## src/rtl/lsu_mem_initiator_if.sv

```systemverilog
// ----------------------------------------------------------------------------
// Bus interfaces for lsu_mem_initiator.
//
// lsu_req_if : core-side request/response channel.
//   master = execute stage, slave = load/store initiator.
//   req_valid/req_ready  request handshake
//   req_store            1 = store, 0 = load
//   req_funct3           RISC-V funct3 of the access
//   req_addr             byte address
//   req_wdata            store data, right-aligned
//   rsp_valid/rsp_ready  response handshake
//   rsp_rdata            extended load result (0 for stores and faults)
//   rsp_err              access fault, no write performed
//
// lsu_mem_if : byte-lane data memory port.
//   master = load/store initiator, slave = data memory.
//   mem_addr   byte address
//   mem_wdata  write data, right-aligned
//   mem_wren   write enable
//   mem_width  00 byte, 01 half, 11 word
//   mem_sign   sign-extend loads
//   mem_rdata  read data, valid the cycle after the address is presented
// ----------------------------------------------------------------------------
interface lsu_req_if #(
    parameter int DATA_W = 32
);
    logic              req_valid;
    logic              req_ready;
    logic              req_store;
    logic [2:0]        req_funct3;
    logic [31:0]       req_addr;
    logic [DATA_W-1:0] req_wdata;
    logic              rsp_valid;
    logic              rsp_ready;
    logic [DATA_W-1:0] rsp_rdata;
    logic              rsp_err;

    modport master (
        output req_valid, req_store, req_funct3, req_addr, req_wdata, rsp_ready,
        input  req_ready, rsp_valid, rsp_rdata, rsp_err
    );

    modport slave (
        input  req_valid, req_store, req_funct3, req_addr, req_wdata, rsp_ready,
        output req_ready, rsp_valid, rsp_rdata, rsp_err
    );
endinterface

interface lsu_mem_if #(
    parameter int ADDR_W = 10,
    parameter int DATA_W = 32
);
    logic [ADDR_W-1:0] mem_addr;
    logic [DATA_W-1:0] mem_wdata;
    logic              mem_wren;
    logic [1:0]        mem_width;
    logic              mem_sign;
    logic [DATA_W-1:0] mem_rdata;

    modport master (
        output mem_addr, mem_wdata, mem_wren, mem_width, mem_sign,
        input  mem_rdata
    );

    modport slave (
        input  mem_addr, mem_wdata, mem_wren, mem_width, mem_sign,
        output mem_rdata
    );
endinterface

```

## src/rtl/lsu_mem_initiator.sv

```systemverilog
// ----------------------------------------------------------------------------
// lsu_mem_initiator
//
// Load/store initiator between the execute stage and a byte-lane data memory
// with synchronous RAM lanes. One request is handled at a time:
//   IDLE -> ACCESS -> READ -> DONE   (legal load)
//   IDLE -> ACCESS -> DONE           (legal store, one-cycle write pulse)
//   IDLE -> DONE                     (illegal request, rsp_err=1)
// Address, width and sign are held across ACCESS and READ so the memory's
// output steering mux stays settled while its read data is captured.
//
// Ports:
//   clk    system clock, rising edge
//   rst_n  asynchronous active-low reset
//   req    lsu_req_if.slave  - request/response channel from the core
//   mem    lsu_mem_if.master - data memory port
//
// Build option:
//   LSU_MISALIGN_TRAP_EN  when defined, a misaligned half or word access is
//                         faulted in IDLE (no memory cycle). When undefined,
//                         misaligned accesses are passed to the memory, which
//                         performs the lane rotation.
// ----------------------------------------------------------------------------
module lsu_mem_initiator #(
    parameter int ADDR_W = 10,
    parameter int DATA_W = 32
) (
    input  logic      clk,
    input  logic      rst_n,
    lsu_req_if.slave  req,
    lsu_mem_if.master mem
);

    typedef enum logic [1:0] {
        S_IDLE,
        S_ACCESS,
        S_READ,
        S_DONE
    } state_t;

    state_t            r_state;
    logic              r_store;
    logic              r_req_ready;
    logic              r_rsp_valid;
    logic              r_rsp_err;
    logic [DATA_W-1:0] r_rsp_rdata;
    logic [ADDR_W-1:0] r_mem_addr;
    logic [DATA_W-1:0] r_mem_wdata;
    logic              r_mem_wren;
    logic [1:0]        r_mem_width;
    logic              r_mem_sign;

    logic [1:0]        w_width;
    logic              w_sign;
    logic              w_illegal;

    // funct3 decode into memory width/sign plus legality of the request.
    always_comb begin
        w_width   = 2'b11;
        w_sign    = 1'b0;
        w_illegal = 1'b0;
        if (req.req_store) begin
            case (req.req_funct3)
                3'b000:  w_width = 2'b00;
                3'b001:  w_width = 2'b01;
                3'b010:  w_width = 2'b11;
                default: w_illegal = 1'b1;
            endcase
        end else begin
            case (req.req_funct3)
                3'b000:  begin w_width = 2'b00; w_sign = 1'b1; end
                3'b001:  begin w_width = 2'b01; w_sign = 1'b1; end
                3'b010:  begin w_width = 2'b11; w_sign = 1'b0; end
                3'b100:  begin w_width = 2'b00; w_sign = 1'b0; end
                3'b101:  begin w_width = 2'b01; w_sign = 1'b0; end
                default: w_illegal = 1'b1;
            endcase
        end
        // Anything beyond the memory's byte address range faults.
        if (|req.req_addr[31:ADDR_W]) begin
            w_illegal = 1'b1;
        end
`ifdef LSU_MISALIGN_TRAP_EN
        if ((w_width == 2'b01 && req.req_addr[0]) ||
            (w_width == 2'b11 && req.req_addr[1:0] != 2'b00)) begin
            w_illegal = 1'b1;
        end
`endif
    end

    always_ff @(posedge clk or negedge rst_n) begin
        if (!rst_n) begin
            r_state     <= S_IDLE;
            r_store     <= 1'b0;
            r_req_ready <= 1'b1;
            r_rsp_valid <= 1'b0;
            r_rsp_err   <= 1'b0;
            r_rsp_rdata <= '0;
            r_mem_addr  <= '0;
            r_mem_wdata <= '0;
            r_mem_wren  <= 1'b0;
            r_mem_width <= 2'b11;
            r_mem_sign  <= 1'b0;
        end else begin
            case (r_state)
                S_IDLE: begin
                    if (req.req_valid) begin
                        r_req_ready <= 1'b0;
                        r_store     <= req.req_store;
                        if (w_illegal) begin
                            // Fault without touching the memory port.
                            r_rsp_err   <= 1'b1;
                            r_rsp_rdata <= '0;
                            r_rsp_valid <= 1'b1;
                            r_state     <= S_DONE;
                        end else begin
                            r_mem_addr  <= req.req_addr[ADDR_W-1:0];
                            r_mem_width <= w_width;
                            r_mem_sign  <= w_sign;
                            r_mem_wdata <= req.req_wdata;
                            r_mem_wren  <= req.req_store;
                            r_state     <= S_ACCESS;
                        end
                    end
                end
                S_ACCESS: begin
                    // Write pulse lasts only this cycle; address stays put.
                    r_mem_wren <= 1'b0;
                    if (r_store) begin
                        r_rsp_rdata <= '0;
                        r_rsp_valid <= 1'b1;
                        r_state     <= S_DONE;
                    end else begin
                        r_state <= S_READ;
                    end
                end
                S_READ: begin
                    // RAM output is valid now; extension is done by the
                    // memory steering mux using the held width/sign.
                    r_rsp_rdata <= mem.mem_rdata;
                    r_rsp_valid <= 1'b1;
                    r_state     <= S_DONE;
                end
                S_DONE: begin
                    if (req.rsp_ready) begin
                        r_rsp_valid <= 1'b0;
                        r_rsp_err   <= 1'b0;
                        r_rsp_rdata <= '0;
                        r_req_ready <= 1'b1;
                        r_state     <= S_IDLE;
                    end
                end
                default: begin
                    r_state     <= S_IDLE;
                    r_req_ready <= 1'b1;
                    r_rsp_valid <= 1'b0;
                    r_mem_wren  <= 1'b0;
                end
            endcase
        end
    end

    assign req.req_ready = r_req_ready;
    assign req.rsp_valid = r_rsp_valid;
    assign req.rsp_err   = r_rsp_err;
    assign req.rsp_rdata = r_rsp_rdata;
    assign mem.mem_addr  = r_mem_addr;
    assign mem.mem_wdata = r_mem_wdata;
    assign mem.mem_wren  = r_mem_wren;
    assign mem.mem_width = r_mem_width;
    assign mem.mem_sign  = r_mem_sign;

endmodule

```

## src/flat_wrapper.sv

```systemverilog
// flat-port wrapper written by rule: the top's interface ports become plain ports
module lsu_mem_initiator_flat 
#(
    parameter int ADDR_W = 10,
    parameter int DATA_W = 32
)
  (clk, rst_n, req_req_valid, req_req_store, req_req_funct3, req_req_addr, req_req_wdata, req_rsp_ready, req_req_ready, req_rsp_valid, req_rsp_rdata, req_rsp_err, mem_mem_addr, mem_mem_wdata, mem_mem_wren, mem_mem_width, mem_mem_sign, mem_mem_rdata);
  lsu_req_if #(.DATA_W(DATA_W)) req_i ();
  lsu_mem_if #(.ADDR_W(ADDR_W), .DATA_W(DATA_W)) mem_i ();
  input  logic clk;
  input  logic rst_n;
  input wire logic [$bits(req_i.req_valid)-1:0] req_req_valid;
  input wire logic [$bits(req_i.req_store)-1:0] req_req_store;
  input wire logic [$bits(req_i.req_funct3)-1:0] req_req_funct3;
  input wire logic [$bits(req_i.req_addr)-1:0] req_req_addr;
  input wire logic [$bits(req_i.req_wdata)-1:0] req_req_wdata;
  input wire logic [$bits(req_i.rsp_ready)-1:0] req_rsp_ready;
  output wire logic [$bits(req_i.req_ready)-1:0] req_req_ready;
  output wire logic [$bits(req_i.rsp_valid)-1:0] req_rsp_valid;
  output wire logic [$bits(req_i.rsp_rdata)-1:0] req_rsp_rdata;
  output wire logic [$bits(req_i.rsp_err)-1:0] req_rsp_err;
  output wire logic [$bits(mem_i.mem_addr)-1:0] mem_mem_addr;
  output wire logic [$bits(mem_i.mem_wdata)-1:0] mem_mem_wdata;
  output wire logic [$bits(mem_i.mem_wren)-1:0] mem_mem_wren;
  output wire logic [$bits(mem_i.mem_width)-1:0] mem_mem_width;
  output wire logic [$bits(mem_i.mem_sign)-1:0] mem_mem_sign;
  input wire logic [$bits(mem_i.mem_rdata)-1:0] mem_mem_rdata;
  assign req_i.req_valid = req_req_valid;
  assign req_i.req_store = req_req_store;
  assign req_i.req_funct3 = req_req_funct3;
  assign req_i.req_addr = req_req_addr;
  assign req_i.req_wdata = req_req_wdata;
  assign req_i.rsp_ready = req_rsp_ready;
  assign req_req_ready = req_i.req_ready;
  assign req_rsp_valid = req_i.rsp_valid;
  assign req_rsp_rdata = req_i.rsp_rdata;
  assign req_rsp_err = req_i.rsp_err;
  assign mem_mem_addr = mem_i.mem_addr;
  assign mem_mem_wdata = mem_i.mem_wdata;
  assign mem_mem_wren = mem_i.mem_wren;
  assign mem_mem_width = mem_i.mem_width;
  assign mem_mem_sign = mem_i.mem_sign;
  assign mem_i.mem_rdata = mem_mem_rdata;
  lsu_mem_initiator #(.ADDR_W(ADDR_W), .DATA_W(DATA_W)) u_core (.clk(clk), .rst_n(rst_n), .req(req_i), .mem(mem_i));
endmodule
```

## config.mk

```make
export PLATFORM = sky130hd
export DESIGN_NAME = lsu_mem_initiator_flat
export DESIGN_NICKNAME = d
export VERILOG_FILES = /design/src/rtl/lsu_mem_initiator_if.sv /design/src/rtl/lsu_mem_initiator.sv /design/src/flat_wrapper.sv
export SDC_FILE = /design/constraint.sdc
export NUM_CORES = 1
export LEC_CHECK = 0
export ABC_AREA = 1
export CAP_MARGIN = 20
export CORE_MARGIN = 1
export CORE_UTILIZATION = 41
export DETAILED_ROUTE_END_ITERATION = 8
export GPL_TIMING_DRIVEN = 0
export PLACE_DENSITY = 0.89
export SLEW_MARGIN = 5
export SYNTH_ARGS = -nofsm -noshare
export SYNTH_HDL_FRONTEND = slang
export SYNTH_SLANG_ARGS = --single-unit
```

## constraint.sdc

```tcl
create_clock -name clk -period 2.2 [get_ports clk]
set_clock_uncertainty 0.15 [all_clocks]
set_input_delay 0.66 -clock clk [delete_from_list [all_inputs] [get_ports clk]]
set_output_delay 0.66 -clock clk [all_outputs]
set_load 0.02 [all_outputs]
```

==> results of run 1 <==
-- power by group through the flow --
stage          Sequential, µW  Clock, µW  Combinational [µW]
6_report                 1900       1250                2100
2_1_floorplan            2130          0                1030
4_1_cts                  1900       1280                2110
3_3_place_gp             1920          0                2040
3_5_place_dp             1920          0                2120
5_1_grt                  1930       1340                2350
-- worst paths after layout --
path                                     startpoint                       end  slack, ns  cells past startpoint
setup / recovery           u_core.mem.mem_wdata[24]         mem_mem_wdata[24]       0.04                      1
hold / removal                                rst_n  u_core.mem.mem_wdata[20]       0.12                      1
setup reg to reg                  u_core.r_state[0]  u_core.req.rsp_rdata[30]       0.14                      9
hold reg to reg            u_core.mem.mem_wdata[30]  u_core.mem.mem_wdata[30]       0.33                      2
max in group asynchronous                     rst_n      u_core.req.req_ready       1.14                      2
min in group clk           u_core.mem.mem_wdata[30]  u_core.mem.mem_wdata[30]       0.33                      2
-- registers in the layout, indices dropped and copies added (netlist names) --
name and flops:
u_core.mem.mem_addr 10, u_core.mem.mem_sign 1, u_core.mem.mem_wdata 32, u_core.mem.mem_width 2, u_core.mem.mem_wren 1, u_core.r_state 2, u_core.r_store 1, u_core.req.req_ready 1
u_core.req.rsp_err 1, u_core.req.rsp_rdata 32, u_core.req.rsp_valid 1
-- what timing repair did --
action	in CTS	in global routing
buffers inserted	0	2
endpoints found under the hold margin	0	0
gates cloned	0	1
pin swaps	0	1
resized for setup	3	5
endpoints found under the setup margin	3	12
-- cells in the final DEF, fill, tap and decap left out, types with 3 or more instances in the layout --
cell type,netlist,layout
buf_2,10,11
dfstp_2,3,3
clkbuf_1,7,6
dlymetal6s2s_1,0,3
a21oi_1,3,3
buf_4,1,4
ha_1,4,4
nand2_1,212,212
nor2_4,3,3
clkdlybuf4s50_1,0,177
nor2_1,26,26
dfrtp_1,81,81
nand3_1,43,43
inv_1,43,43
dlygate4sd2_1,0,3
nand4_1,35,35
o21ai_0,8,8
clkbuf_8,0,10
buf_6,11,11
-- per-stage QoR --
step                      power [µW]  hold slack [ns]  cells
final                           5260            0.117    838
after global routing            5620            0.140    838
after detailed placement        4040            0.308    819
after global placement          3960            0.303    818
after CTS                       5300            0.116    835
after floorplan                 3160            0.214    505
-- cell usage after synthesis, types with 2 or more instances --
master | number | share of area
o21ai_0 | 8 | 0.0098
nor2_2 | 2 | 0.0031
nand2_1 | 212 | 0.20
nand3_1 | 43 | 0.053
inv_1 | 43 | 0.040
dfstp_2 | 3 | 0.019
nor2_4 | 3 | 0.0083
a21oi_1 | 3 | 0.0037
nand4_1 | 35 | 0.054
buf_6 | 11 | 0.030
buf_2 | 10 | 0.012
dfrtp_1 | 81 | 0.50
clkbuf_1 | 7 | 0.0065
ha_1 | 4 | 0.012
nand2_2 | 2 | 0.0031
o21ai_2 | 2 | 0.0043
nor2_1 | 26 | 0.024
-- cell families (layout without fill, tap and decap cells) --
logic type	count (synthesis)	in the layout
simple gates	328	328
fa+ha+maj	4	4
compound gates	15	15
flops	84	84
buf+inv	74	278
-- layer usage --
metal	vias up	global-route usage	wire [µm]
met5	-	0	0
met4	0	0.0780	167
met3	14	0.0538	1000
met2	164	0.402	5730
met1	1847	0.259	4540
li1	1987	-	-
-- final cells by class --
cell class,instances,area share
Tap cell,129,0.0254
Timing Repair Buffer,188,0.298
Inverter,44,0.0260
Buffer,30,0.0335
Clock buffer,10,0.0217
Sequential cell,84,0.331
Multi-Input combinational cell,347,0.249
Clock inverter,6,0.0152
==> impl_summary.log, run 1 <==
[metrics] run status: complete, no violations
[metrics] number of sinks handled by clock tree synthesis: 84
[metrics] critical path startpoint category: register
[metrics] largest vdd supply drop: 0.000560 V
[metrics] most used flip-flop cell after synthesis: dfrtp_1
[metrics] total wire length after detailed routing: 11.4 mm
[metrics] total overflow reported by the global router: 0
[metrics] initial antenna violation count: 0
[metrics] Clock Tree Root: clkbuf_8
[metrics] Initial Utilization: 0.432
[metrics] Max Slew Vio Count: 0
[metrics] portion of the post-synthesis area used by sequential elements: 0.518
[metrics] H-Tree Level Count: 3
[metrics] time the final worst path needs with I/O delays and setup: 2.16 ns
[metrics] layout cell share with drive strength beyond 1: 0.0860
[metrics] Max-Cap Viols: 0
[metrics] element type at the critical path end: primary output
[metrics] static leakage power: 0.00331 µW
[metrics] Crit path required time: 1.39 ns
[metrics] count of buffering cells on the critical path with inverters included: 1
[metrics] Fmax achieved: 464 MHz
[metrics] Final Hold Viols: 0
[metrics] number of filler instances in the final layout: 733
[metrics] Critical Path Fanout Max: 2
[metrics] CTS clk-pin slew, worst paths: 0.09 ns
[metrics] yosys warns: 0
[metrics] hold-fix buffer count after cts: 0
[metrics] post-synthesis async set-or-reset flop share: 1.00
[metrics] share of power burned in registers: 0.362
[metrics] number of enable-type register cells in the synthesized netlist: 0
[metrics] die extent in x: 102 µm
[metrics] distinct cell type count after synthesis: 27
[metrics] Clk network pwr share: 0.237
[metrics] power dissipated by switching net loads: 1900 µW
[metrics] Detail Route Antenna Nets: 0
[metrics] kind of cell adding the most delay to the critical path: buffers and inverters
[metrics] residual DRC count: 0
[metrics] TritonCTS clock tree: done
[metrics] Avg Inst Size Synth: 8.05 µm²
[metrics] Crit Path Class: register to primary output
[metrics] Sw Share: 0.362
[metrics] buffers added on ports: 184
[metrics] XOR/XNOR share of the synthesized area: 0
[metrics] Fin Setup TNS: 0 ns
[metrics] Num CTS Buffers: 9
[metrics] DR WL/cell: 13.6 µm
[metrics] maximum clock path buffer count: 2
[metrics] count of vias placed by the detailed router: 4012
[metrics] Layout Nets: 812
[metrics] sum of net half-perimeters after detailed placement: 8.73 mm
[metrics] maximum number of pins on one net before global-route repair: 50
[metrics] number of instances in the synthesized netlist: 505
[metrics] Synth Area in Compound Gates: 0.0212
[metrics] Tightest Pin Transition: 0.469 ns
[metrics] number of global-route vias before repair: 3989
[metrics] mux cell area share after synthesis: 0
[metrics] period utilization: 0.980
[metrics] area of the core: 9420 µm²
[metrics] Global Route Usage Sum: 0.224
[metrics] area of combinational cells with multiple inputs: 1580 µm²
[metrics] share of the core filled with cells in the final layout: 0.675
[metrics] Rel. slew slack: 0.688
[metrics] total standard cell area after synthesis: 4070 µm²
[metrics] least setup slack across all paths after layout: 0.0449 ns
[metrics] Worst-Skew Late Latency: 0.33 ns
[metrics] proportion of power drawn by combinational gates: 0.400
[metrics] dominant combinational cell family by area after synthesis: simple AND/OR/NAND/NOR gates
[metrics] list of cells traversed by the critical path: clkdlybuf4s50_1
[metrics] cell area after layout: 6350 µm²
[metrics] mean number of vias per cell: 4.79
[metrics] placement row count: 35
[metrics] internal power: 3350 µW
[metrics] Critical Path Slowest Stage Cell: clkdlybuf4s50_1
[metrics] weighted congestion reported at the end of routability-driven placement: 0.790
[metrics] Area growth, synth to finish: 56.2%
[metrics] wire length of the first global-routing pass: 18.2 mm
[metrics] synthesized-area fraction occupied by adder cells: 0.0123
[metrics] slowest stage delay, CP: 0.62 ns
[metrics] chip height: 102 µm
[metrics] sequential cell area in the final layout: 2110 µm²
[metrics] CP Data Arrival Time: 1.35 ns
[metrics] diode count: 0
[metrics] I/O pin count: 185
[metrics] number of detailed-route iterations in the first pass: 4
[metrics] area of the die: 10300 µm²
[metrics] worst-case setup slack after placement: -0.250 ns
[metrics] fraction of the mapped netlist area in simple logic gates: 0.356
[metrics] Hold/Removal Path Class: input port to asynchronous set/reset pin
[metrics] flip-flop and latch count after synthesis: 84
[metrics] post-detailed-placement cell area: 6090 µm²
[metrics] power per unit of standard cell area: 828 nW/µm²
[metrics] number of design-rule violations left by the first detailed-router iteration: 157
[metrics] endpoints failing setup: 0
[metrics] Syn Nets: 613
Power figures use the tool's default switching activity.
==> run 2, diff against run 1 <==
- clock period: 2.2 -> 2.07 ns (I/O delays scaled with it)
==> impl_summary.log, run 2 (synthesis gave the netlist of run 1 again) <==
[metrics] Crit path required time: 1.30 ns
[metrics] area of the core: 9420 µm²
[metrics] RSZ-0062 raised after global routing: yes
[metrics] H-Tree Level Count: 3
[metrics] kind of cell adding the most delay to the critical path: flip-flops
[metrics] Initial Utilization: 0.432
[metrics] number of detailed-route iterations in the first pass: 4
[metrics] FF-to-FF Start: u_core.r_state[1]
[metrics] static leakage power: 0.00376 µW
[metrics] Num CTS Buffers: 9
[metrics] Worst-Skew Late Latency: 0.34 ns
[metrics] Worst path depth: 1
[metrics] number of global-route vias before repair: 3968
[metrics] power per unit of standard cell area: 861 nW/µm²
[metrics] buffers added on ports: 184
[metrics] internal reg-to-reg setup slack: 0.11 ns
[metrics] number of sinks handled by clock tree synthesis: 84
[metrics] period utilization: 0.974
[metrics] critical path startpoint category: register
[metrics] diode count: 0
[metrics] wire length of the first global-routing pass: 18.2 mm
[metrics] internal power: 3460 µW
[metrics] number of filler instances in the final layout: 758
[metrics] list of cells traversed by the critical path: dlygate4sd2_1
[metrics] Sw Share: 0.373
[metrics] count of vias placed by the detailed router: 4146
[metrics] Critical Path Fanout Max: 2
[metrics] element type at the critical path end: primary output
[metrics] endpoints failing setup: 0
[metrics] slowest stage delay, CP: 0.54 ns
[metrics] maximum clock path buffer count: 2
[metrics] Fin Setup TNS: 0 ns
[metrics] residual DRC count: 0
[metrics] Layout Nets: 822
[metrics] total wire length after detailed routing: 12.2 mm
[metrics] CP Data Arrival Time: 1.25 ns
[metrics] count of buffering cells on the critical path with inverters included: 1
[metrics] CTS clk-pin slew, worst paths: 0.09 ns
[metrics] most frequent cells in the layout: 211 x nand2_1, 93 x clkdlybuf4s50_1, 81 x dfrtp_1, 80 x dlygate4sd2_1, 43 x nand3_1
[metrics] Max Slew Vio Count: 0
[metrics] final hold slack: 0.0722 ns
[metrics] initial antenna violation count: 0
[metrics] weighted congestion reported at the end of routability-driven placement: 0.790
[metrics] Tightest Pin Transition: 0.470 ns
[metrics] hold-fix buffer count after cts: 0
[metrics] run status: complete, no violations
[metrics] endpoint of the worst-slack reg-to-reg timing path: u_core.mem.mem_wdata[16]
[metrics] Global Route Usage Sum: 0.223
[metrics] placement row count: 35
[metrics] sum of net half-perimeters after detailed placement: 8.73 mm
[metrics] Max-Cap Viols: 0
[metrics] most common cell after layout, fill and taps aside: nand2_1
[metrics] time the final worst path needs with I/O delays and setup: 2.02 ns
[metrics] power dissipated by switching net loads: 2060 µW
[metrics] worst-case setup slack after placement: -0.341 ns
[metrics] Final Hold Viols: 0
[metrics] largest vdd supply drop: 0.000579 V
[metrics] Hold/Removal Path Class: input port to asynchronous set/reset pin
[metrics] number of design-rule violations left by the first detailed-router iteration: 172
[metrics] die extent in x: 102 µm
[metrics] Crit Path Class: register to primary output
[metrics] DR WL/cell: 14.3 µm
[metrics] Area growth, synth to finish: 57.9%
[metrics] TritonCTS clock tree: done
[metrics] I/O pin count: 185
[metrics] depth of the worst register-to-register path: 11
[metrics] Critical Path Slowest Stage Cell: dfstp_2
[metrics] share of power burned in registers: 0.365
[metrics] Detail Route Antenna Nets: 0
[metrics] chip height: 102 µm
[metrics] total overflow reported by the global router: 0
[metrics] proportion of power drawn by combinational gates: 0.392
[metrics] Rel. slew slack: 0.687
[metrics] layout cell share with drive strength beyond 1: 0.111
[metrics] Clk network pwr share: 0.242
[metrics] maximum number of pins on one net before global-route repair: 50
[metrics] least setup slack across all paths after layout: 0.0533 ns
[metrics] overall power after layout: 5530 µW
[metrics] Clock Tree Root: clkbuf_8
[metrics] mean number of vias per cell: 4.89
[metrics] Fmax achieved: 496 MHz
[metrics] area of the die: 10300 µm²
-- run 2: cell count changes in the layout (fill, tap and decap cells not counted), moves of 2 or more --
cell | before | now
buf_4 | 4 | 9
dlymetal6s2s_1 | 3 | 10
dlygate4sd2_1 | 3 | 80
inv_1 | 43 | 41
inv_2 | 1 | 3
nor2_1 | 26 | 22
nor2_2 | 2 | 4
clkdlybuf4s50_1 | 177 | 93
o21ai_2 | 2 | 0
o21ai_4 | 0 | 2
nor2_4 | 3 | 5
-- run 2: routing by layer --
layer / part of all wire / vias up / global-route usage
li1: - / 2025 / -
met1: 0.40 / 1936 / 0.257
met2: 0.50 / 167 / 0.405
met3: 0.081 / 18 / 0.0518
met4: 0.018 / 0 / 0.0780
met5: 0 / - / 0
-- run 2: timing repair --
item	4_1_cts	5_1_grt
endpoints found under the setup margin	80	72
gates resized for setup	80	33
pin swaps	0	16
cloned	0	6
setup buffers	0	7
-- run 2: worst max path at each step --
stage	from	to	slack (ns)
floorplan	req_req_addr[12]	u_core.mem.mem_addr[2]	0.31
global placement	rst_n	u_core.req.rsp_rdata[24]	-2.63
detailed placement	req_req_funct3[2]	u_core.mem.mem_wdata[27]	-0.34
CTS	u_core.mem.mem_wdata[30]	mem_mem_wdata[30]	0.002
global route	req_req_addr[17]	u_core.mem.mem_wdata[2]	-0.06
finish	u_core.mem.mem_width[0]	mem_mem_width[0]	0.05
-- run 2: power groups by stage --
stage,logic [µW],clock network [µW],registers [µW]
2_1_floorplan,1100,0,2260
3_3_place_gp,2170,0,2040
3_5_place_dp,2250,0,2050
4_1_cts,2120,1360,2020
5_1_grt,2420,1430,2040
6_report,2170,1340,2020
-- run 2: layout make-up --
cell class	count	area, µm²	area share
Sequential cell	84	2110	0.328
Clock buffer	10	138	0.0214
Clock inverter	6	96.3	0.0150
Tap cell	129	161	0.0251
Buffer	30	224	0.0349
Multi-Input combinational cell	349	1650	0.257
Timing Repair Buffer	196	1880	0.293
Inverter	44	165	0.0257
-- run 2: metrics by stage --
stage	utilization	instance area (µm²)	std cells
2_1_floorplan	-	4070	505
5_1_grt	0.682	6420	848
3_5_place_dp	0.647	6090	819
4_1_cts	0.662	6230	835
6_report	0.682	6420	848
3_3_place_gp	0.645	6070	818
-- run 2: worst register-to-register path: cells and delay by family, from the launching register on --
family,cells,cell delay (ns)
adder cells (fa/ha/maj),1,0.16
buffers and inverters,4,0.53
flip-flops,1,0.43
AND/OR/NAND/NOR,6,0.63
==> run 3, diff against run 2 <==
- ABC_AREA: 1 -> not set
- CTS_BUF_LIST: not set -> sky130_fd_sc_hd__clkbuf_4 sky130_fd_sc_hd__clkbuf_8
- DONT_BUFFER_PORTS: not set -> 1
- PLACE_DENSITY: 0.89 -> 0.65
==> impl_summary.log, run 3 <==
[metrics] run status: finished with violations
[metrics] violations in the final reports: negative hold slack, negative setup slack
[metrics] slowest stage delay, CP: 0.41 ns
[metrics] critical path startpoint category: register
[metrics] total standard cell area after synthesis: 3620 µm²
[metrics] endpoints failing setup: 57
[metrics] sequential cell area in the final layout: 2110 µm²
[metrics] yosys warns: 0
[metrics] Synth top area share: 0.561
[metrics] Max-Cap Viols: 0
[metrics] most common cell after layout, fill and taps aside: dfrtp_1
[metrics] area of the core: 8380 µm²
[metrics] Crit Path Class: register to register
[metrics] Avg Inst Size Synth: 12.7 µm²
[metrics] Critical Path Source: u_core.r_state[1]
[metrics] number of detailed-route iterations in the first pass: 4
[metrics] flip-flop and latch count after synthesis: 84
[metrics] final hold slack: -0.196 ns
[metrics] share of the core filled with cells in the final layout: 0.575
[metrics] area of combinational cells with multiple inputs: 1560 µm²
[metrics] power per unit of standard cell area: 1340 nW/µm²
[metrics] chip height: 95.9 µm
[metrics] most frequent cells in the layout: 81 x dfrtp_1, 43 x mux2_4, 36 x nand2_1, 35 x inv_1, 33 x mux2i_1
[metrics] grt met1 use: 0.209
[metrics] mean number of vias per cell: 5.17
[metrics] Syn Nets: 393
[metrics] Worst-Skew Late Latency: 0.35 ns
[metrics] post-synthesis async set-or-reset flop share: 1.00
[metrics] least setup slack across all paths after layout: -0.129 ns
[metrics] static leakage power: 0.00236 µW
[metrics] busiest layer in global routing: met2
[metrics] Area growth, synth to finish: 33.3%
[metrics] number of enable-type register cells in the synthesized netlist: 0
[metrics] weighted congestion reported at the end of routability-driven placement: 0.740
[metrics] CP Data Arrival Time: 2.29 ns
[metrics] TritonCTS clock tree: done
[metrics] initial antenna violation count: 0
[metrics] Tightest Pin Transition: 0.589 ns
[metrics] buffers added on ports: 0
[metrics] number of filler instances in the final layout: 705
[metrics] count of vias placed by the detailed router: 2286
[metrics] number of design-rule violations left by the first detailed-router iteration: 61
[metrics] Synth top cells by count: 81 x dfrtp_1, 38 x inv_1, 38 x mux2_1
[metrics] sum of net half-perimeters after detailed placement: 5.18 mm
[metrics] total wire length after detailed routing: 8.47 mm
[metrics] Detail Route Antenna Nets: 0
[metrics] Global Route Usage Sum: 0.182
[metrics] kind of cell adding the most delay to the critical path: simple AND/OR/NAND/NOR gates
[metrics] placement row count: 33
[metrics] count of buffering cells on the critical path with inverters included: 3
[metrics] Rel. slew slack: 0.606
[metrics] Num CTS Buffers: 9
[metrics] met3 track utilization from global routing: 0.0711
[metrics] Critical Path Fanout Max: 6
[metrics] layout cell share with drive strength beyond 1: 0.371
[metrics] portion of the post-synthesis area used by sequential elements: 0.582
[metrics] Critical Path Slowest Stage Cell: dfrtp_1
[metrics] most repeated cell in the gate-level netlist after synthesis: dfrtp_1
[metrics] FF-to-FF Start: u_core.r_state[1]
[metrics] Initial Utilization: 0.431
[metrics] ranking of synthesized cells by area: dfrtp_1 56%, mux2_1 12%, mux2i_1 9.1%
[metrics] wire length of the first global-routing pass: 12.2 mm
[metrics] Clock Tree Root: clkbuf_8
[metrics] residual DRC count: 0
[metrics] largest vdd supply drop: 0.000579 V
[metrics] period utilization: 1.06
[metrics] DR WL/cell: 19.2 µm
[metrics] Max Slew Vio Count: 0
[metrics] Final Hold Viols: 84
[metrics] I/O pin count: 185
[metrics] maximum number of pins on one net before global-route repair: 85
[metrics] time the final worst path needs with I/O delays and setup: 2.20 ns
[metrics] H-Tree Level Count: 3
[metrics] CTS clk-pin slew, worst paths: 0.09 ns
[metrics] number of sinks handled by clock tree synthesis: 84
[metrics] list of cells traversed by the critical path: inv_2, ha_4, nor4b_4, nand4_1, nor3_4, buf_6, clkbuf_16, mux2_4
[metrics] maximum clock path buffer count: 2
[metrics] die extent in x: 95.9 µm
[metrics] most used flip-flop cell after synthesis: dfrtp_1
[metrics] met2 capacity usage during global routing: 0.302
[metrics] Crit path required time: 2.16 ns
[metrics] element type at the critical path end: register
[metrics] number of instances in the synthesized netlist: 285
[metrics] area of the die: 9200 µm²
[metrics] Layout Nets: 440
[metrics] Hold/Removal Path Class: input port to asynchronous set/reset pin
[metrics] number of global-route vias before repair: 2386
[metrics] Fmax achieved: 455 MHz
[metrics] total overflow reported by the global router: 0
[metrics] diode count: 0
[metrics] most area-hungry cell type in the Yosys netlist: dfrtp_1
[metrics] distinct cell type count after synthesis: 34
[metrics] RSZ-0062 raised after global routing: yes
==> run 3: metrics by stage <==
stage	cell area, µm²	setup TNS (ns)	total power, µW	setup slack, ns	cells
detailed placement	3820	-39.84	4100	-0.680	390
finish	4820	-4.37	6460	-0.129	442
floorplan	3680	-12.45	3790	-0.270	285
global route	4820	-11.22	6850	-0.237	442
global placement	3820	-37.57	4070	-0.637	390
CTS	4630	-10.44	6380	-0.230	438
==> run 3: logic make-up after synthesis <==
family,Yosys count,share of synthesized area
flip-flops,84,0.582
multiplexers,79,0.235
buffers and inverters,49,0.0633
AND/OR/NAND/NOR,49,0.0637
AO/OA/AOI/OAI,20,0.0422
adder cells (fa/ha/maj),4,0.0138
==> run 3: worst reg2reg max path, stage by stage, from the launching register on <==
cell and delay (ns):
dfrtp_1 0.41, inv_2 0.09, ha_4 0.14, nor4b_4 0.21, nand4_1 0.21, nor3_4 0.22
buf_6 0.20, clkbuf_16 0.17, mux2_4 0.29
==> run 3: worst paths after layout <==
kind	endpoint	slack, ns	cells past startpoint
worst max register to register	u_core.mem.mem_wdata[18]	-0.13	8
worst max-delay path	u_core.mem.mem_wdata[18]	-0.13	8
max in group asynchronous	u_core.mem.mem_width[1]	1.77	0
min in group clk	u_core.req.rsp_rdata[11]	0.24	2
worst min register to register	u_core.r_store	0.40	1
worst min-delay path	u_core.mem.mem_addr[1]	-0.20	0
==> run 3: layer usage <==
metal	wire length, µm	up-vias
met5	0	-
met4	64	0
met3	748	4
met2	4240	120
met1	3410	1118
li1	-	1044
==> run 3: timing repair <==
| action | 4_1_cts | 5_1_grt |
|---|---|---|
| pin swaps | 4 | 6 |
| endpoints found under the hold margin | 84 | 84 |
| gates cloned | 5 | 4 |
| setup buffers | 27 | 7 |
| setup endpoints to repair | 80 | 80 |
| gates resized for setup | 57 | 37 |
==> run 3: where the power goes <==
group          switching [µW]  internal [µW]  total, µW
clock                     619            626       1250
combinational             996           1510       2510
sequential                688           2010       2700
==> run 3: area by class of cell <==
| type | instances | share of cell area |
|---|---|---|
| clock buffer | 11 | 0.0314 |
| timing repair buffer | 37 | 0.105 |
| sequential | 84 | 0.437 |
| tap | 105 | 0.0273 |
| clock inverter | 5 | 0.0125 |
| multi-input combinational | 152 | 0.324 |
| buffer | 10 | 0.0335 |
| inverter | 38 | 0.0296 |
